## src/rtl/encoder_decoder_stream.sv

```systemverilog
// ============================================================================
// Module      : encoder_decoder_stream
// Description : Per-word decode / priority-encode with a 2-entry result FIFO.
// Revision    : 1.0
// ============================================================================
`default_nettype none

module encoder_decoder_stream #(
   parameter int K    = 2,
   parameter int CNTW = 16
) (
   input  logic              clk,
   input  logic              rst_n,
   input  logic              in_valid,
   output logic              in_ready,
   input  logic              mode,
   input  logic [2**K-1:0]   w,
   output logic              out_valid,
   input  logic              out_ready,
   output logic [2**K-1:0]   y,
   output logic              zero,
   output logic [CNTW-1:0]   out_cnt
);

   localparam int N = 2**K;

   generate
      if (K < 1 || K > 5) begin : g_k_range_check
         $error("encoder_decoder_stream: K must be in 1..5");
      end
   endgenerate

   logic [1:0]      count_q, count_d;
   logic            wr_ptr_q, wr_ptr_d;
   logic            rd_ptr_q, rd_ptr_d;
   logic            in_ready_q, in_ready_d;
   logic [CNTW-1:0] out_cnt_q, out_cnt_d;
   logic [N:0]      mem_q [2];
   logic [N:0]      mem_d [2];

   logic            push, pop;
   logic [N-1:0]    res_y;
   logic            res_zero;
   logic [K-1:0]    enc_idx;

   // Result of the word currently presented; later set bits overwrite earlier
   // ones, so the highest index wins in encode mode.
   always_comb begin
      res_y    = '0;
      res_zero = 1'b0;
      enc_idx  = '0;
      if (mode) begin
         for (int i = 0; i < N; i++) begin
            if (w[i]) enc_idx = K'(i);
         end
         res_y[K-1:0] = enc_idx;
         res_zero     = (w == '0);
      end else begin
         res_y[w[K-1:0]] = 1'b1;
      end
   end

   assign out_valid = (count_q != 2'd0);
   assign push      = in_valid & in_ready_q;
   assign pop       = out_valid & out_ready;

   always_comb begin
      count_d    = count_q + {1'b0, push} - {1'b0, pop};
      wr_ptr_d   = wr_ptr_q ^ push;
      rd_ptr_d   = rd_ptr_q ^ pop;
      in_ready_d = (count_d < 2'd2);
      out_cnt_d  = out_cnt_q + {{(CNTW-1){1'b0}}, pop};
      mem_d      = mem_q;
      if (push) mem_d[wr_ptr_q] = {res_zero, res_y};
   end

   always_ff @(posedge clk or negedge rst_n) begin
      if (!rst_n) begin
         count_q    <= 2'd0;
         wr_ptr_q   <= 1'b0;
         rd_ptr_q   <= 1'b0;
         in_ready_q <= 1'b0;
         out_cnt_q  <= '0;
         mem_q[0]   <= '0;
         mem_q[1]   <= '0;
      end else begin
         count_q    <= count_d;
         wr_ptr_q   <= wr_ptr_d;
         rd_ptr_q   <= rd_ptr_d;
         in_ready_q <= in_ready_d;
         out_cnt_q  <= out_cnt_d;
         mem_q      <= mem_d;
      end
   end

   // Outputs are forced to zero while empty so stale entries never leak.
   assign in_ready = in_ready_q;
   assign y        = out_valid ? mem_q[rd_ptr_q][N-1:0] : '0;
   assign zero     = out_valid ? mem_q[rd_ptr_q][N]     : 1'b0;
   assign out_cnt  = out_cnt_q;

endmodule

`default_nettype wire

```

## config.mk

```make
export PLATFORM = sky130hd
export DESIGN_NAME = encoder_decoder_stream
export DESIGN_NICKNAME = d
export VERILOG_FILES = /design/src/rtl/encoder_decoder_stream.sv
export SDC_FILE = /design/constraint.sdc
export NUM_CORES = 1
export LEC_CHECK = 0
export CAP_MARGIN = 20
export CELL_PAD_IN_SITES_DETAIL_PLACEMENT = 1
export CELL_PAD_IN_SITES_GLOBAL_PLACEMENT = 2
export CORE_ASPECT_RATIO = 0.6
export CORE_MARGIN = 8
export CORE_UTILIZATION = 25
export CTS_CLUSTER_DIAMETER = 60
export DETAILED_ROUTE_END_ITERATION = 10
export GPL_ROUTABILITY_DRIVEN = 0
export PLACE_DENSITY_LB_ADDON = 0.12
export SYNTH_ARGS = -nofsm -noshare
export SYNTH_HDL_FRONTEND = slang
export SYNTH_SLANG_ARGS = --single-unit
```

## constraint.sdc

```tcl
create_clock -name clk -period 5.68 [get_ports clk]
set_input_delay 1.136 -clock clk [delete_from_list [all_inputs] [get_ports clk]]
set_output_delay 1.136 -clock clk [all_outputs]
set_load 0.01 [all_outputs]
```

==> results of run 1 <==
[synthesized netlist by cell type]
library cell  count
o31a_1            2
xnor2_1          12
dfrtp_1          31
nor3_1            1
nand2_1           7
nor3b_1           2
a21oi_1           4
ha_1              6
nand3_1           3
nor2_1           14
and4_1            1
nand4_1           3
clkbuf_1          3
xor2_1            5
mux2i_1           5
and3_1            2
o21ai_0           2
nor3_4            1
nor2b_1           2
inv_1             8
nand3_4           1
mux2_2            6
[through the flow]
step,hold slack (ps),power (uW),instances
3_3_place_gp,458.2,678.0,219
6_report,477.3,846.1,227
3_5_place_dp,471.2,694.1,219
4_1_cts,480.4,865.4,227
2_1_floorplan,465.8,524.8,121
5_1_grt,497.6,913.4,227
[critical path, cell delays in order, from the launching register on]
cell and delay [ps]:
dfrtp_1 390, nor2_1 480, nor2_1 110, clkdlybuf4s50_1 510
[area by class of cell]
| class | instances | area, um^2 |
|---|---|---|
| fillers | 613 | 3611 |
| flip-flops and latches | 31 | 775.7 |
| multi-input cells | 79 | 589.3 |
| repair buffers | 32 | 317.8 |
| well taps | 69 | 86.33 |
| clock buffers | 7 | 76.32 |
| inverters | 8 | 30.03 |
| clock inverters | 1 | 5.005 |
[per-layer routing]
| metal | vias to the layer above | track usage (%) | share of wire (%) |
|---|---|---|---|
| li1 | 473 | - | - |
| met2 | 18 | 13.06 | 43 |
| met1 | 470 | 10.88 | 51 |
| met5 | - | 0 | 0 |
| met3 | 2 | 3.809 | 6.0 |
| met4 | 0 | 3.116 | 0.58 |
[kinds of logic (layout without fill, tap and decap cells)]
logic type / after synthesis / in the layout
AO/OA/AOI/OAI: 8 / 8
XOR/XNOR: 17 / 17
adder cells (fa/ha/maj): 6 / 6
buffers and inverters: 11 / 48
flip-flops: 31 / 31
multiplexers: 11 / 11
AND/OR/NAND/NOR: 37 / 37
[flip-flops by register name (all words and copies together), names as in the netlist]
| name | flops |
|---|---|
| mem_q | 10 |
| rd_ptr_q | 1 |
| out_cnt | 16 |
| in_ready | 1 |
| wr_ptr_q | 1 |
| count_q | 2 |
[final timing paths]
kind                              from          end  slack (ps)  cells past startpoint
max reg2reg                 count_q[1]     in_ready        3540                      8
max                         count_q[1]         y[0]        2780                      3
min                        out_cnt[15]  out_cnt[15]         480                      1
min in group asynchronous        rst_n  out_cnt[10]        1260                      2
min reg2reg                out_cnt[15]  out_cnt[15]         480                      1
max in group asynchronous        rst_n     mem_q[3]        4120                      2
[where the power goes]
group / internal, uW / switching (uW) / leakage [uW]
clock network: 85.9 / 79.8 / 0.0000422
logic: 174 / 145 / 0.000424
registers: 294 / 66.5 / 0.000393
total: 554 / 292 / 0.000859
==> results.md, run 1 <==
* Status: finished, final reports clean
* Synth cell types at 22
* Pwr/cell area at roughly 450 nW/um^2
* Post-CTS setup buffers at 0
* Worst-path clk slew at about 70 ps
* Crit. End Element: primary output
* Fin. Hold Viols at 0
* Peak fanout along the critical path at 7
* Largest net degree at the start of global routing at 32
* Yosys warnings at 0
* Final wirelength at between 3000 and 4000 um
* Antenna Cells at 0
* DRT antenna net count at 0
* Clk_lat worst skew at between 200 and 300 ps
* Initial DRC Count at 34
* Initial core utilization at between 20% and 30%
* Dpl ws at 2460 ps
* Critical Path AT at about 1800 ps
* Kind of critical path: flop to primary output
* Share of layout cells above drive strength 1 at 9.494%
* Final Core Density at approximately a third
* Compound-Gate Fraction of Synth Area at 3.381%
* Chip width at 112.8 um
* Gr ovfl total at 0
* First-pass GRT wire length at roughly 5600 um
* Slew margin rel. at between 60% and 70%
* Root buf cell: clkbuf_8
* Resize count post-CTS at 0
* Syn avg cell area at around 12 um^2
* Final critical-path share of the clock period at between 50% and 60%
* Final Slew Violations at 0
* Synth Instances at 121
* Hold Buf Count CTS at 0
* WL per Instance at between 10 and 15 um
* Combinational family with the most area after synthesis: simple AND/OR/NAND/NOR gates
* Max Cap Violations at 0
* Worst-margin pin slew at slightly below 600 ps
* Final setup viols at 0
* Layout Nets at ~170
* Post-Synth XOR/XNOR Area at a little over a tenth
* Via/cell ratio at ~4.2
* Max clock buf depth at 2
* Simple-Gate Fraction of Synth Area at 14.23%
* Post-synthesis mux area share at 8.363%
* Post-synth top area share at 55.16%
* Sequential share of the synthesized area at between 50% and 60%
* Fin Clk Skew at around 8.5 ps
* Final Cell Area at 1881 um^2
* Top Ports at 32
* Post-route setup slack at roughly 2800 ps
* Number of global-route vias before repair at roughly 1100
* #FFs+latches synth at 31
* CP Data Required Time at ~4500 ps
* Die H at about 74 um
* Most frequent cells in the layout: 31 x dfrtp_1, 31 x clkdlybuf4s50_1, 14 x nor2_1
* Via count at between 900 and 1000
* CTS Sinks at 31
* Dominant cell type by area after synthesis: dfrtp_1
* Unrepaired setup endpoints after global routing: no
* Num CTS Buffers at 5
* Max Freq at 344.6 MHz
* Tot GR Track Use at between 8 and 9%
* H-tree Lvls at 2
* Leakage power at 0.0008590 uW
* Post-route minimum period at a little under 3000 ps
* Row cnt at 21
* Adder-Cell Fraction of Synth Area at 5.338%
* CTS tree: done
* Drc violations at 0
* Core footprint at approximately 5500 um^2
* Sum of negative setup slack at 0 ps
* DRT Pass-1 Iters at 4
* DP HPWL at 2523 um
* Startpoint types: flop
* Placed instance area at 1799 um^2
* Worst hold path type: flop to flop
* Syn nets at roughly 140
* Max VDD drop at roughly 0.00019 V
* Die area at 8360 um^2
* Mapped Area at roughly 1400 um^2
* Area growth from synthesis to layout at 33.72%
* Port Buffers at 31
* Initial antenna violation count at 0
* Area contributors post-synth: dfrtp_1 55%, xnor2_1 7.5%, ha_1 5.3%
No activity file was read; power rests on OpenSTA's default activity.
==> inputs of run 2 (changes only) <==
==> constraint.sdc (replaced) <==
create_clock -name clk -period 2.7 [get_ports clk]
set_input_delay 0.54 -clock clk [delete_from_list [all_inputs] [get_ports clk]]
set_output_delay 0.54 -clock clk [all_outputs]
set_load 0.01 [all_outputs]
==> run 2 against run 1 <==
Cell count is 0.88% higher. Non-clock buffer count is 2 higher. Via count is 0.21% higher. Wire length is 0.86% lower. Sequential power is 110% higher. Die area stayed put. Clock-buffer cell count is 1 higher. Clock skew is 4.3 ps lower. Critical endpoint is now y[3].
==> results.md, run 2 (same netlist as run 1, synthesis figures left out) <==
* Pwr/cell area at 960.6 nW/um^2 (was 449.9 nW/um^2)
* Num CTS Buffers at 5 (unchanged)
* Final critical-path share of the clock period at between 80% and 90%
* Post-route minimum period at about 2200 ps
* Kind of critical path: flop to primary output (unchanged)
* Row cnt at 21 (unchanged)
* Sum of negative setup slack at 0 ps (unchanged)
* First-pass GRT wire length at 5526 um (was 5630 um)
* Top Ports at 32 (unchanged)
* Largest net degree at the start of global routing at 32 (unchanged)
* Startpoint types: flop (unchanged)
* Via/cell ratio at 4.214 (was 4.242)
* Resize count post-CTS at 0 (unchanged)
* CP max-delay cell: dfrtp_1 (was clkdlybuf4s50_1)
* Crit. End Element: primary output (unchanged)
* Slowest stage delay, CP at 580 ps (was 510 ps)
* CP Data Required Time at 2160 ps (was 4540 ps)
* Worst-margin pin slew at 406.8 ps (was 591.8 ps)
* Die area at 8360 um^2 (unchanged)
* Final setup viols at 0 (unchanged)
* WP buf/inv at 1 (unchanged)
* Largest register FFs at 16 (unchanged)
* Die H at 74.10 um (unchanged)
* Hold Buf Count CTS at 0 (unchanged)
* Port Buffers at 31 (unchanged)
* H-tree Lvls at 2 (unchanged)
* CTS Sinks at 31 (unchanged)
* Tot GR Track Use at 8.605% (was 8.686%)
* Final Slew Violations at 0 (unchanged)
* Max VDD drop at 0.0003533 V (was 0.0001853 V)
* Leakage power at 0.0008784 uW (was 0.0008590 uW)
* WL per Instance at 14.10 um (was 14.35 um)
* Worst-path clk slew at 60 ps (was 70 ps)
* Worst hold path type: flop to flop (unchanged)
* Unrepaired setup endpoints after global routing: no (unchanged)
* Peak fanout along the critical path at 6 (was 7)
* Max Cap Violations at 0 (unchanged)
* Root buf cell: clkbuf_8 (unchanged)
* Hold slack at 480.0 ps (was 477.3 ps)
* Core footprint at 5492 um^2 (unchanged)
* Initial core utilization at 25.61% (unchanged)
* Post-CTS setup buffers at 0 (unchanged)
* Crit path cell chain: mux2i_1 > nor2_1 > clkdlybuf4s50_1 (was nor2_1 > nor2_1 > clkdlybuf4s50_1)
* Max clock buf depth at 2 (unchanged)
* Initial DRC Count at 15 (was 34)
* DRT Pass-1 Iters at 4 (unchanged)
* CTS tree: done (unchanged)
* Clk_lat worst skew at 270 ps (was 280 ps)
* Antenna Cells at 0 (unchanged)
* Gr ovfl total at 0 (unchanged)
* Number of global-route vias before repair at 1059 (was 1125)
* Most frequent cells in the layout: 31 x dfrtp_1, 31 x clkdlybuf4s50_1, 14 x nor2_1 (unchanged)
* Critical Path AT at 1670 ps (was 1770 ps)
* CP delay by family, top: flip-flops (was simple AND/OR/NAND/NOR gates)
* Share of layout cells above drive strength 1 at 11.25% (was 9.494%)
* Status: finished, final reports clean (unchanged)
* Max Freq at approximately 450 MHz
* DRT antenna net count at 0 (unchanged)
* Final wirelength at 3230 um (was 3258 um)
* Fin Clk Skew at 4.157 ps (was 8.485 ps)
* DP HPWL at 2504 um (was 2523 um)
* Slew margin rel. at 72.88% (was 60.40%)
* Area growth from synthesis to layout at 36.12% (was 33.72%)
* Layout Nets at 174 (was 172)
* Filler cells at 600 (was 613)
* Via count at 965 (was 963)
* Chip width at 112.8 um (unchanged)
* Drc violations at 0 (unchanged)
* Initial antenna violation count at 0 (unchanged)
* Fin. Hold Viols at 0 (unchanged)
-- run 2: cell types whose count changed in the layout (fill, tap and decap cells not counted), sizes merged --
cell / change
buf: +2
clkbuf: +1
clkinv: -1
-- run 2: final cells by class --
type	instances	area [um^2]	share of cell area [%]
sequential	31	775.7	40.52
multi-input combinational	79	589.3	30.78
timing repair buffer	34	332.8	17.39
clock buffer	8	100.1	5.229
tap	69	86.33	4.510
inverter	8	30.03	1.569
-- run 2: worst reg2reg max path: cells and delay by family, from the launching register on --
kind | cells | cell delay (ps)
simple gates | 5 | 800
fa+ha+maj | 2 | 490
flops | 1 | 370
xor+xnor | 1 | 140
-- run 2: worst paths after layout --
| check | from | endpoint | slack, ps | cells past startpoint |
|---|---|---|---|---|
| min in group asynchronous | rst_n | out_cnt[10] | 660 | 2 |
| max in group asynchronous | rst_n | mem_q[9] | 1740 | 2 |
| worst max-delay path | rd_ptr_q | y[3] | 490 | 3 |
| worst max register to register | count_q[1] | out_cnt[10] | 800 | 8 |
| worst min-delay path | out_cnt[15] | out_cnt[15] | 480 | 1 |
| worst min register to register | out_cnt[15] | out_cnt[15] | 480 | 1 |
-- run 2: where the power goes --
group / leakage, uW / total [uW] / switching [uW] / internal, uW
clock network: 0.0000515 / 395 / 162 / 232
logic: 0.000434 / 689 / 308 / 382
registers: 0.000393 / 755 / 136 / 618
total: 0.000878 / 1840 / 606 / 1230
-- run 2: per-layer routing --
metal	track usage [%]	vias to the layer above	wire length, um
met5	0	-	0
met4	2.226	0	8
met3	4.538	2	218
met2	12.47	19	1370
met1	10.96	467	1632
li1	-	477	-
-- run 2: stage by stage --
step | area (um^2) | utilization, % | setup WS [ps] | power [uW] | std cells
finish | 1914 | 34.86 | 493.3 | 1839 | 229
global route | 1914 | 34.86 | 405.2 | 2001 | 229
CTS | 1914 | 34.86 | 466.5 | 1883 | 229
detailed placement | 1814 | 33.04 | 198.6 | 1472 | 221
global placement | 1814 | 33.04 | 261.7 | 1442 | 221
floorplan | 1406 | - | 798.5 | 1104 | 121
==> inputs of run 3 (changes only) <==
==> constraint.sdc (replaced) <==
create_clock -name clk -period 1.9 [get_ports clk]
set_input_delay 0.38 -clock clk [delete_from_list [all_inputs] [get_ports clk]]
set_output_delay 0.38 -clock clk [all_outputs]
set_load 0.01 [all_outputs]
==> run 3 against run 2 <==
Global-route usage rose by 0.081 points. Largest cell class unchanged. Wire length rose by 2.6%. Largest power group unchanged. Sequential power rose by 42%. Clock-buffer cell count did not move. Clock power rose by 42%. Non-clock buffer count rose by 14. Cell area rose by 5.4%. Sequential share of layout area fell by 2.0 points. Hold slack got worse by 4.5 ps. Combinational power rose by 55%. Worst setup slack got worse by 400 ps. Highest routed layer unchanged.
==> results.md, run 3 (same netlist as run 1, synthesis figures left out) <==
* Fin. Hold Viols at 0 (unchanged)
* WL per Instance at 13.64 um (was 14.10 um)
* CTS tree: done (unchanged)
* Final Slew Violations at 0 (unchanged)
* Leakage power at 0.0009584 uW (was 0.0008784 uW)
* DRT Pass-1 Iters at 3 (was 4)
* Peak fanout along the critical path at 4 (was 6)
* Area growth from synthesis to layout at 43.51% (was 36.12%)
* Slew margin rel. at 73.40% (was 72.88%)
* Post-Place Cells at 231 (was 221)
* Via count at 1013 (was 965)
* Max Cap Violations at 0 (unchanged)
* Number of global-route vias before repair at 1127 (was 1059)
* Core footprint at 5492 um^2 (unchanged)
* Placed instance area at 1889 um^2 (was 1814 um^2)
* Final Core Density at 36.75% (was 34.86%)
* Worst hold path type: flop to flop (unchanged)
* Top Ports at 32 (unchanged)
* Hold Path Stages at 1 (unchanged)
* Final setup viols at 0 (unchanged)
* First-pass GRT wire length at 5561 um (was 5526 um)
* Port Buffers at 31 (unchanged)
* Unrepaired setup endpoints after global routing: yes (was no)
* Initial DRC Count at 14 (was 15)
* Startpoint types: input port (was flop)
* Worst-path clk slew at 70 ps (was 60 ps)
* CP max-delay cell: clkdlybuf4s50_1 (was dfrtp_1)
* R2R cell count at 9 (was 8)
* Layout Nets at 188 (was 174)
* Crit. End Element: flop (was primary output)
* Slowest stage delay, CP at 450 ps (was 580 ps)
* Sum of negative setup slack at 0 ps (unchanged)
* Tot GR Track Use at 8.686% (was 8.605%)
* H-tree Lvls at 2 (unchanged)
* Max clock buf depth at 2 (unchanged)
* Gr ovfl total at 0 (unchanged)
* Antenna Cells at 0 (unchanged)
* Chip width at 112.8 um (unchanged)
* Final wirelength at 3315 um (was 3230 um)
* Status: finished, final reports clean (unchanged)
* Share of layout cells above drive strength 1 at 21.84% (was 11.25%)
* Most common library cell in the layout ignoring fill and taps: dfrtp_1
* Die H at 74.10 um (unchanged)
* Crit path cell chain: clkdlybuf4s50_1 > nor2b_2 > ha_1 > ha_1 > nand4_1 > nor2_4 > nand4_1 > xnor2_1 (was mux2i_1 > nor2_1 > clkdlybuf4s50_1)
* Root buf cell: clkbuf_8 (unchanged)
* Pwr/cell area at 1338 nW/um^2 (was 960.6 nW/um^2)
* Post-route setup slack at 97.56 ps (was 493.3 ps)
* Max Freq at roughly 550 MHz
* Initial antenna violation count at 0 (unchanged)
* Die area at 8360 um^2 (unchanged)
* Initial core utilization at 25.61% (unchanged)
* DP HPWL at 2602 um (was 2504 um)
* Row cnt at 21 (unchanged)
* Dpl ws at -318.2 ps (was 198.6 ps)
* Largest register FFs at 16 (unchanged)
* Via/cell ratio at 4.169 (was 4.214)
* Post-route minimum period at 1802 ps
* Largest net degree at the start of global routing at 32 (unchanged)
* Critical Path AT at 1960 ps (was 1670 ps)
* Max VDD drop at 0.0005673 V (was 0.0003533 V)
* Fin Clk Skew at 6.048 ps (was 4.157 ps)
* DRT antenna net count at 0 (unchanged)
* Worst-margin pin slew at 399.1 ps (was 406.8 ps)
* Kind of critical path: input port to flop (was flop to primary output)
* Final std cells w/o fill at 243 (was 229)
* Final Cell Area at 2018 um^2 (was 1914 um^2)
* Drc violations at 0 (unchanged)
* CTS Sinks at 31 (unchanged)
* Final critical-path share of the clock period at 94.87%
* Num CTS Buffers at 5 (unchanged)
* CP Data Required Time at 2060 ps (was 2160 ps)
* Most frequent cells in the layout: 30 x dfrtp_1, 25 x clkdlybuf4s50_1, 17 x buf_4 (was 31 x dfrtp_1, 31 x clkdlybuf4s50_1, 14 x nor2_1)
* Clk_lat worst skew at 270 ps (about the same)
==> run 3: cell types whose count changed in the layout (fill, tap and decap cells not counted) <==
cell	delta
nor2_2	+1
nor2b_1	-1
buf_4	+14
dfrtp_2	+1
nor2_1	-2
clkdlybuf4s50_1	-6
dfrtp_1	-1
dlygate4sd2_1	+4
nor2b_2	+1
clkbuf_2	+2
nor2_4	+1
==> run 3: area by class of cell <==
class	count	area, um^2
sequential	31	777.0
timing repair buffer	48	422.9
tap	69	86.33
multi-input combinational	79	601.8
inverter	8	30.03
fill	597	3473
clock buffer	8	100.1
==> run 3: what timing repair did <==
action / 4_1_cts / 5_1_grt
cloned: 0 / 0
setup buffers: 4 / 0
resized for setup: 10 / 5
pin swaps: 0 / 2
endpoints found under the setup margin: 7 / 9
hold buffers: 0 / 0
==> run 3: critical path: cells and delay by family <==
kind                       cells  cell delay [ps]
and+or+nand+nor                4              640
buffers and inverters          1              450
adders and majority gates      2              350
xor gates and xnor gates       1              140
==> run 3: routing by layer <==
| metal | vias up | wire length, um | global-route usage (%) |
|---|---|---|---|
| met5 | - | 0 | 0 |
| met4 | 0 | 18 | 1.780 |
| met3 | 4 | 237 | 4.538 |
| met2 | 19 | 1388 | 12.93 |
| met1 | 483 | 1671 | 10.98 |
| li1 | 507 | - | - |
==> run 3: final timing paths <==
check	from	end	slack [ps]
hold reg to reg	out_cnt[15]	out_cnt[15]	480
setup / recovery	out_ready	out_cnt[10]	100
hold / removal	out_cnt[15]	out_cnt[15]	480
max in group asynchronous	rst_n	rd_ptr_q	1090
setup reg to reg	count_q[1]	in_ready	170
min in group asynchronous	rst_n	out_cnt[9]	500
==> run 3: where the power goes <==
part           switching (uW)  internal, uW  leakage (uW)
clock                     231           330     0.0000515
combinational             473           595      0.000515
sequential                190           882      0.000392
==> run 3: per-stage QoR <==
stage / hold slack (ps) / power (uW)
2_1_floorplan: 84.41 / 1569
3_3_place_gp: 459.2 / 2119
3_5_place_dp: 469.7 / 2164
4_1_cts: 481.2 / 2768
5_1_grt: 495.2 / 2945
6_report: 475.5 / 2700
